`config.mk`:
```
export PLATFORM = sky130hd
export DESIGN_NAME = bias_array
export DESIGN_NICKNAME = d
export VERILOG_FILES = /design/src/rtl/bias_array.sv
export SDC_FILE = /design/constraint.sdc
export NUM_CORES = 1
export LEC_CHECK = 0
export BUFFER_PORTS_ARGS = -buffer_cell sky130_fd_sc_hd__clkbuf_2
export CORE_ASPECT_RATIO = 1.2
export CORE_UTILIZATION = 55
export CTS_CLUSTER_SIZE = 30
export DETAILED_ROUTE_END_ITERATION = 8
export GPL_TIMING_DRIVEN = 0
export PLACE_DENSITY_LB_ADDON = 0.3
export SLEW_MARGIN = 25
export SYNTH_ARGS = -nofsm -noshare
export SYNTH_HDL_FRONTEND = slang
export SYNTH_SLANG_ARGS = --single-unit
```
`constraint.sdc`:
```
create_clock -name clk -period 3 [get_ports clk]
set_input_delay 0.45 -clock clk [delete_from_list [all_inputs] [get_ports clk]]
set_output_delay 0.45 -clock clk [all_outputs]
set_load 0.02 [all_outputs]
```
`src/rtl/bias_array.sv`:
```
// Per-column bias adder bank with one-cycle registered lanes and a tile-done row counter.
// Optional macro BIAS_ARRAY_SAT_EN: saturate the biased sum instead of wrapping.
module bias_array #(
   parameter int NUM_COLS = 2,
   parameter int DATA_W   = 16,
   parameter int NUM_ROWS = 2
) (
   input  logic                         clk,
   input  logic                         rst,
   input  logic                         bias_load_en,
   input  logic [((NUM_COLS > 1) ? $clog2(NUM_COLS) : 1)-1:0] bias_load_col,
   input  logic [DATA_W-1:0]            bias_load_data,
   input  logic                         bias_bypass_in,
   input  logic [NUM_COLS-1:0]          bias_valid_in,
   input  logic [NUM_COLS*DATA_W-1:0]   bias_data_in,
   output logic [NUM_COLS-1:0]          bias_valid_out,
   output logic [NUM_COLS*DATA_W-1:0]   bias_data_out,
   output logic                         bias_done_out
);

   localparam int COL_W = (NUM_COLS > 1) ? $clog2(NUM_COLS) : 1;
   localparam int CNT_W = $clog2(NUM_ROWS + 1);

   logic [DATA_W-1:0]          bias_bank [NUM_COLS];
   logic [NUM_COLS*DATA_W-1:0] lane_res;
   logic [CNT_W-1:0]           row_cnt;

   // Both operands widened by one bit so the carry into the sign is never lost.
   function automatic logic [DATA_W-1:0] add_bias(input logic [DATA_W-1:0] din,
                                                  input logic [DATA_W-1:0] bias);
      logic [DATA_W:0] sum;
      sum = {din[DATA_W-1], din} + {bias[DATA_W-1], bias};
`ifdef BIAS_ARRAY_SAT_EN
      if (sum[DATA_W] != sum[DATA_W-1]) begin
         return sum[DATA_W] ? {1'b1, {(DATA_W-1){1'b0}}} : {1'b0, {(DATA_W-1){1'b1}}};
      end
      return sum[DATA_W-1:0];
`else
      return sum[DATA_W-1:0];
`endif
   endfunction

   always_comb begin
      lane_res = '0;
      for (int c = 0; c < NUM_COLS; c++) begin
         if (bias_valid_in[c]) begin
            lane_res[c*DATA_W +: DATA_W] = bias_bypass_in
               ? bias_data_in[c*DATA_W +: DATA_W]
               : add_bias(bias_data_in[c*DATA_W +: DATA_W], bias_bank[c]);
         end
      end
   end

   // Bank writes land at the same edge as the lane that reads them, so a
   // colliding sample still sees the old bias.
   always_ff @(posedge clk or negedge rst) begin
      if (!rst) begin
         for (int c = 0; c < NUM_COLS; c++) bias_bank[c] <= '0;
         bias_valid_out <= '0;
         bias_data_out  <= '0;
         row_cnt        <= '0;
         bias_done_out  <= 1'b0;
      end else begin
         for (int c = 0; c < NUM_COLS; c++) begin
            if (bias_load_en && (bias_load_col == COL_W'(c))) bias_bank[c] <= bias_load_data;
         end
         bias_valid_out <= bias_valid_in;
         bias_data_out  <= lane_res;
         bias_done_out  <= 1'b0;
         if (bias_valid_in[NUM_COLS-1]) begin
            if (row_cnt == CNT_W'(NUM_ROWS - 1)) begin
               row_cnt       <= '0;
               bias_done_out <= 1'b1;
            end else begin
               row_cnt <= row_cnt + 1'b1;
            end
         end
      end
   end

endmodule
```
==> results.yml, run 1 <==
hold_path:
  hold_class: "in2reg"
  min_from: "bias_valid_in[0]"
power:
  cellInternalPower_mw: 1.88
  leakagePower_nw: 2.41
  power_frac_clock_pct: 27.6
  seqPwrFrac_pct: 38.2
  ir_drop_mv: 0.326
  p_comb_share_pct: 34.2
  powerDensity_mw_per_mm2: 594
  swShare_pct: 36.2
  netSwitchingPower_mw: 1.07
  p_total_mw: 2.95
placement:
  portBuffers: 89
  routabilityCongestion: 0.920
  dp_hpwl_mm: 7.96
  dp_slack_ns: 0.203
worst_setup_path:
  worst_path_max_delay_cell: "fa_1"
  startpoint: "bias_bank[0]"
  r2r-start: "bias_bank[0]"
  slowest_delay_ns: 0.44
  cp_cell_sequence: "ha_1 > fa_1 > a211oi_1 > o21bai_1 > a221o_1 > a221oi_2 > nor4b_1 > a311o_1"
  cp_max_fo: 3
  crit_type: "reg2reg"
  cp.required_ns: 3.24
  startpoint_type: "flip-flop"
  cp_data_arrival_time_ns: 2.90
  crit_path_end_kind: "flip-flop"
outcome:
  outcome: "finished clean"
logic_synthesis:
  synth-edff-count: 0
  synth.avg_cell_area_um2: 10.3
  synth_area_mm2: 0.00417
  ys_ff_latch: 69
  synth_top_area_share_pct: 41.4
  synth_fp_nets: 492
  postSynthCellCount: 405
  synth_area_leaders: "dfrtp_1 (41%), ha_1 (9.0%), mux2_2 (8.6%)"
  ys_types: 57
  async_flop_share_pct: 100
  synth_top_area_cell: "dfrtp_1"
  ys_seq_area_share_pct: 41.4
  ys.flop_type: "dfrtp_1"
  synth_warnings: 0
grt:
  grt_first_pass_wirelength_mm: 16.8
  antenna_found_initial: 0
  grt_overflow: 0
  grt_max_degree: 51
  grt_pass1_vias: 3475
  track_usage_pct: 28.4
timing:
  fmax_mhz: 376
  timing.final.crit_share_pct: 88.6
  finalSetupTns_ns: 0
  finalHoldViolCount: 0
  setup_violations: 0
  rsz0062_at_grt: "false"
  slew_violations: 0
  worst_slack_ns: 0.341
  worstMarginPinSlew_ns: 0.728
  holdWs_ns: 0.251
  relSlewSlack_pct: 51.5
  finalClockSkew_ns: 0.0139
  fin_crit_ns: 2.66
flow_run:
  drv_cap: 0
drt:
  vias_per_cell: 5.90
  wl_per_cell_um: 17.3
  drt-initial-drc-count: 119
  ant_nets: 0
  drcViolationCount: 0
  vias: 3552
  first_pass_iters: 4
  wirelength_mm: 10.4
finish:
  layout-drive-gt1-share_pct: 29.1
  layout_common_cells: "clkbuf_2 (88), dfrtp_1 (69), mux2_2 (32)"
  multi_input_area_mm2: 0.00232
  nFillCells: 602
  syn_to_final_growth_pct: 19.3
  mostFrequentLayoutCell: "clkbuf_2"
  nets: 594
  seq_area_mm2: 0.00173
  antennaDiodeCount: 0
floorplanning:
  placementRows: 34
  ioPinCount: 90
  die_w_um: 81.5
  die_y_um: 97.4
  core_area_mm2: 0.00727
  dieArea_mm2: 0.00793
  start_util_pct: 57.3
clock_network:
  cts.sinks: 69
  cts_resized: 0
  clkLatencyLatePin_ns: 0.36
  clk_path_buf_depth: 2
  cts_tree: "built"
  path_clk_slew_ns: 0.09
  htree_levels: 3
  root_buffer: "clkbuf_8"
  cts_buffers: 9
cell type report:
type | instances | area share (%)
multi-input combinational | 305 | 46.7
sequential | 69 | 34.7
timing repair buffer | 91 | 9.76
clock buffer | 9 | 2.49
tap | 90 | 2.26
buffer | 21 | 1.69
clock inverter | 7 | 1.66
inverter | 10 | 0.755
worst paths after layout:
check / end / cells after the start / slack (ns)
worst max-delay path: bias_data_out[28] / 8 / 0.34
max in group asynchronous: bias_data_out[8] / 3 / 1.91
worst min register to register: bias_done_out / 1 / 0.43
min in group asynchronous: bias_done_out / 2 / 0.53
worst min-delay path: bias_valid_out[0] / 1 / 0.25
worst max register to register: bias_data_out[28] / 8 / 0.34
repair_timing:
item,4_1_cts,5_1_grt
endpoints found under the hold margin,4,0
hold buffers,1,0
setup buffers,0,0
logic make-up (layout without fill, tap and decap cells):
kind of cell	count (synthesis)	count (layout)	share of synthesized area, %
buffers and inverters	31	138	2.91
adder cells (fa/ha/maj)	32	32	9.97
XOR/XNOR	15	15	3.15
AND/OR/NAND/NOR	107	107	13.6
flip-flops	69	69	41.4
multiplexers	42	42	11.0
AO/OA/AOI/OAI	109	109	17.9
flip-flops by register name, indices dropped and copies added, names as in the netlist:
| signal | count |
|---|---|
| bias_bank | 32 |
| bias_data_out | 32 |
| bias_valid_out | 2 |
| row_cnt | 2 |
| bias_done_out | 1 |
metal layers:
metal	share of wire (%)	vias to the layer above	track usage, %
li1	-	1698	-
met1	41	1708	34.4
met2	51	120	48.2
met3	4.5	26	4.88
met4	2.8	0	12.6
met5	0	-	0
power groups by stage:
| stage | Clock (mW) | Sequential (mW) | Combinational [mW] |
|---|---|---|---|
| after floorplan | 0 | 1.21 | 0.640 |
| after global placement | 0 | 1.14 | 0.976 |
| after detailed placement | 0 | 1.15 | 0.999 |
| after CTS | 0.829 | 1.13 | 1.01 |
| after global routing | 0.874 | 1.14 | 1.12 |
| final | 0.816 | 1.13 | 1.01 |
Yosys cell counts, drive strengths merged, types with 2 or more instances:
master   number
dfrtp        69
mux2         32
ha           30
o21ai        26
a21oi        25
nor2         25
nand2        23
clkbuf       16
a21o         11
inv          10
mux2i        10
xnor2        10
a211oi        9
nor2b         9
and2          8
nand4         7
o211ai        7
and3          6
buf           5
nand2b        5
nand3b        5
nor3          5
xor2          5
nand3         4
a221o         3
a32oi         3
o211a         3
a2111oi       2
a221oi        2
a311o         2
a31oi         2
a41oi         2
fa            2
nor3b         2
o21bai        2
o311ai        2
or4           2
or4b          2
critical path: cells and delay by family, from the launching register on:
kind,cells,cell delay [ns]
adder cells (fa/ha/maj),2,0.67
AO/OA/AOI/OAI,5,1.39
flip-flops,1,0.40
AND/OR/NAND/NOR,1,0.08
stage by stage:
step / util (%) / area, um^2 / cells
2_1_floorplan: - / 4170 / 405
3_3_place_gp: 65.0 / 4730 / 584
3_5_place_dp: 65.4 / 4760 / 585
4_1_cts: 68.4 / 4970 / 602
5_1_grt: 68.4 / 4970 / 602
6_report: 68.4 / 4970 / 602
Note: power is estimated with default switching activity, not from simulation.
==> inputs of run 2 (changes only) <==
--- a/config.mk
+++ b/config.mk
@@ -11,7 +11,7 @@
 export CTS_CLUSTER_SIZE = 30
 export DETAILED_ROUTE_END_ITERATION = 8
 export GPL_TIMING_DRIVEN = 0
-export PLACE_DENSITY_LB_ADDON = 0.3
+export PLACE_DENSITY = 0.81
 export SLEW_MARGIN = 25
 export SYNTH_ARGS = -nofsm -noshare
 export SYNTH_HDL_FRONTEND = slang
==> constraint.sdc (replaced) <==
create_clock -name clk -period 3.11 [get_ports clk]
set_input_delay 0.4665 -clock clk [delete_from_list [all_inputs] [get_ports clk]]
set_output_delay 0.4665 -clock clk [all_outputs]
set_load 0.02 [all_outputs]
==> run 2 against run 1 <==
  * Count of clock-buffer cells in the layout increased by 1
  * Global-route usage increased by 0.61 points
  * Via count increased by 1.7%
  * Critical endpoint unchanged
  * Largest cell class unchanged
  * Fmax decreased by 1.7%
  * Critical path type unchanged
  * Register-to-register slack improved by 0.07 ns
  * Final area increased by 0.96%
  * Critical path depth unchanged
==> results.yml, run 2 (synthesis results as in run 1) <==
timing:
  relSlewSlack_pct: 53.0
  fin_crit_ns: 2.70
  finalClockSkew_ns: 0.00512
  timing.final.crit_share_pct: 86.9
  worstMarginPinSlew_ns: 0.705
  finalHoldViolCount: 0
  setup_violations: 0
  slew_violations: 0
  fmax_mhz: 370
  holdWs_ns: 0.0790
  rsz0062_at_grt: "false"
  finalSetupTns_ns: 0
placement:
  place_inst: 585
  routabilityCongestion: 0.899
  place_area_mm2: 0.00475
  portBuffers: 89
  dp_hpwl_mm: 7.93
worst_setup_path:
  timing.rr.end: "bias_data_out[28]"
  startpoint_type: "flip-flop"
  cp.required_ns: 3.35
  r2r_cells: 8
  reg2reg_slack_ns: 0.41
  r2r-start: "bias_bank[0]"
  crit_end: "bias_data_out[28]"
  cp_max_fo: 3
  crit_type: "reg2reg"
  startpoint: "bias_bank[0]"
  cp_data_arrival_time_ns: 2.94
  crit_path_end_kind: "flip-flop"
clock_network:
  clk_path_buf_depth: 2
  cts_hold_buf: 0
  cts_buffers: 9
  cts_resized: 0
  cts_tree: "built"
  path_clk_slew_ns: 0.08
  htree_levels: 3
  cts.sinks: 69
  postCtsSetupBuffers: 0
  clkLatencyLatePin_ns: 0.35
  root_buffer: "clkbuf_8"
power:
  p_comb_share_pct: 32.1
  leakagePower_nw: 2.44
  cellInternalPower_mw: 2.07
  seqPwrFrac_pct: 35.6
  powerDensity_mw_per_mm2: 611
  netSwitchingPower_uw: 996
  ir_drop_mv: 0.352
  swShare_pct: 32.5
  power_frac_clock_pct: 32.4
grt:
  grt_pass1_vias: 3585
  grt_max_degree: 39
  antenna_found_initial: 0
  track_usage_pct: 29.1
  grt_first_pass_wirelength_mm: 17.3
  grt_overflow: 0
drt:
  wirelength_mm: 10.5
  ant_nets: 0
  vias_per_cell: 6.01
  vias: 3614
  first_pass_iters: 4
  drcViolationCount: 0
  drt-initial-drc-count: 266
  wl_per_cell_um: 17.5
finish:
  final_util_pct: 69.0
  mostFrequentLayoutCell: "clkbuf_2"
  final_area_mm2: 0.00502
  antennaDiodeCount: 0
  layout_common_cells: "clkbuf_2 (88), dfrtp_1 (69), mux2_2 (32)"
  layout-drive-gt1-share_pct: 29.2
  nets: 593
  top_regs: "bias_bank (32), bias_data_out (32)"
  syn_to_final_growth_pct: 20.4
  fin_cells: 601
floorplanning:
  die_y_um: 97.4
  core_area_mm2: 0.00727
  ioPinCount: 90
  dieArea_mm2: 0.00793
  die_w_um: 81.5
  start_util_pct: 57.3
  placementRows: 34
flow_run:
  drv_cap: 0
hold_path:
  hold_class: "in2async"
outcome:
  outcome: "finished clean"
[run 2: worst max-delay path: stages (launching register included)]
cell and delay (ns):
dfrtp_1 0.39, ha_1 0.22, fa_1 0.44, a211oi_1 0.27, o21bai_1 0.13, a221o_1 0.41
a221oi_2 0.32, nor4b_1 0.10, a311o_1 0.31
[run 2: through the flow]
stage          power (mW)  setup slack [ns]
4_1_cts              3.07             0.435
3_3_place_gp         2.03             0.318
5_1_grt              3.23             0.241
2_1_floorplan        1.78             0.602
3_5_place_dp         2.07             0.269
6_report             3.07             0.406
[run 2: power by group through the flow]
stage	registers, mW	clock network [mW]	logic (mW)
after floorplan	1.17	0	0.617
after global placement	1.10	0	0.930
after detailed placement	1.11	0	0.963
after CTS	1.09	1.01	0.973
after global routing	1.10	1.04	1.09
final	1.09	0.993	0.983
[run 2: area by class of cell]
cell class | count | area [um^2]
multi-input combinational | 305 | 2320
fill | 587 | 2250
sequential | 69 | 1730
timing repair buffer | 90 | 468
clock buffer | 10 | 138
clock inverter | 6 | 134
tap | 90 | 113
buffer | 21 | 83.8
inverter | 10 | 37.5
[run 2: worst min path at each step]
stage	from	slack [ns]	endpoint	cells past startpoint
global placement	row_cnt[1]	0.40	bias_done_out	1
global route	rst	0.11	bias_data_out[23]	1
detailed placement	row_cnt[1]	0.41	bias_done_out	1
CTS	rst	0.09	bias_data_out[23]	1
finish	rst	0.08	bias_data_out[23]	1
floorplan	rst	0.17	bias_bank[0]	0
[run 2: per-layer routing]
metal | global-route usage [%] | part of all wire (%) | vias up
met2 | 46.1 | 49 | 138
li1 | - | - | 1697
met5 | 0 | 0 | -
met3 | 4.79 | 5.5 | 32
met1 | 37.3 | 42 | 1747
met4 | 15.1 | 3.5 | 0
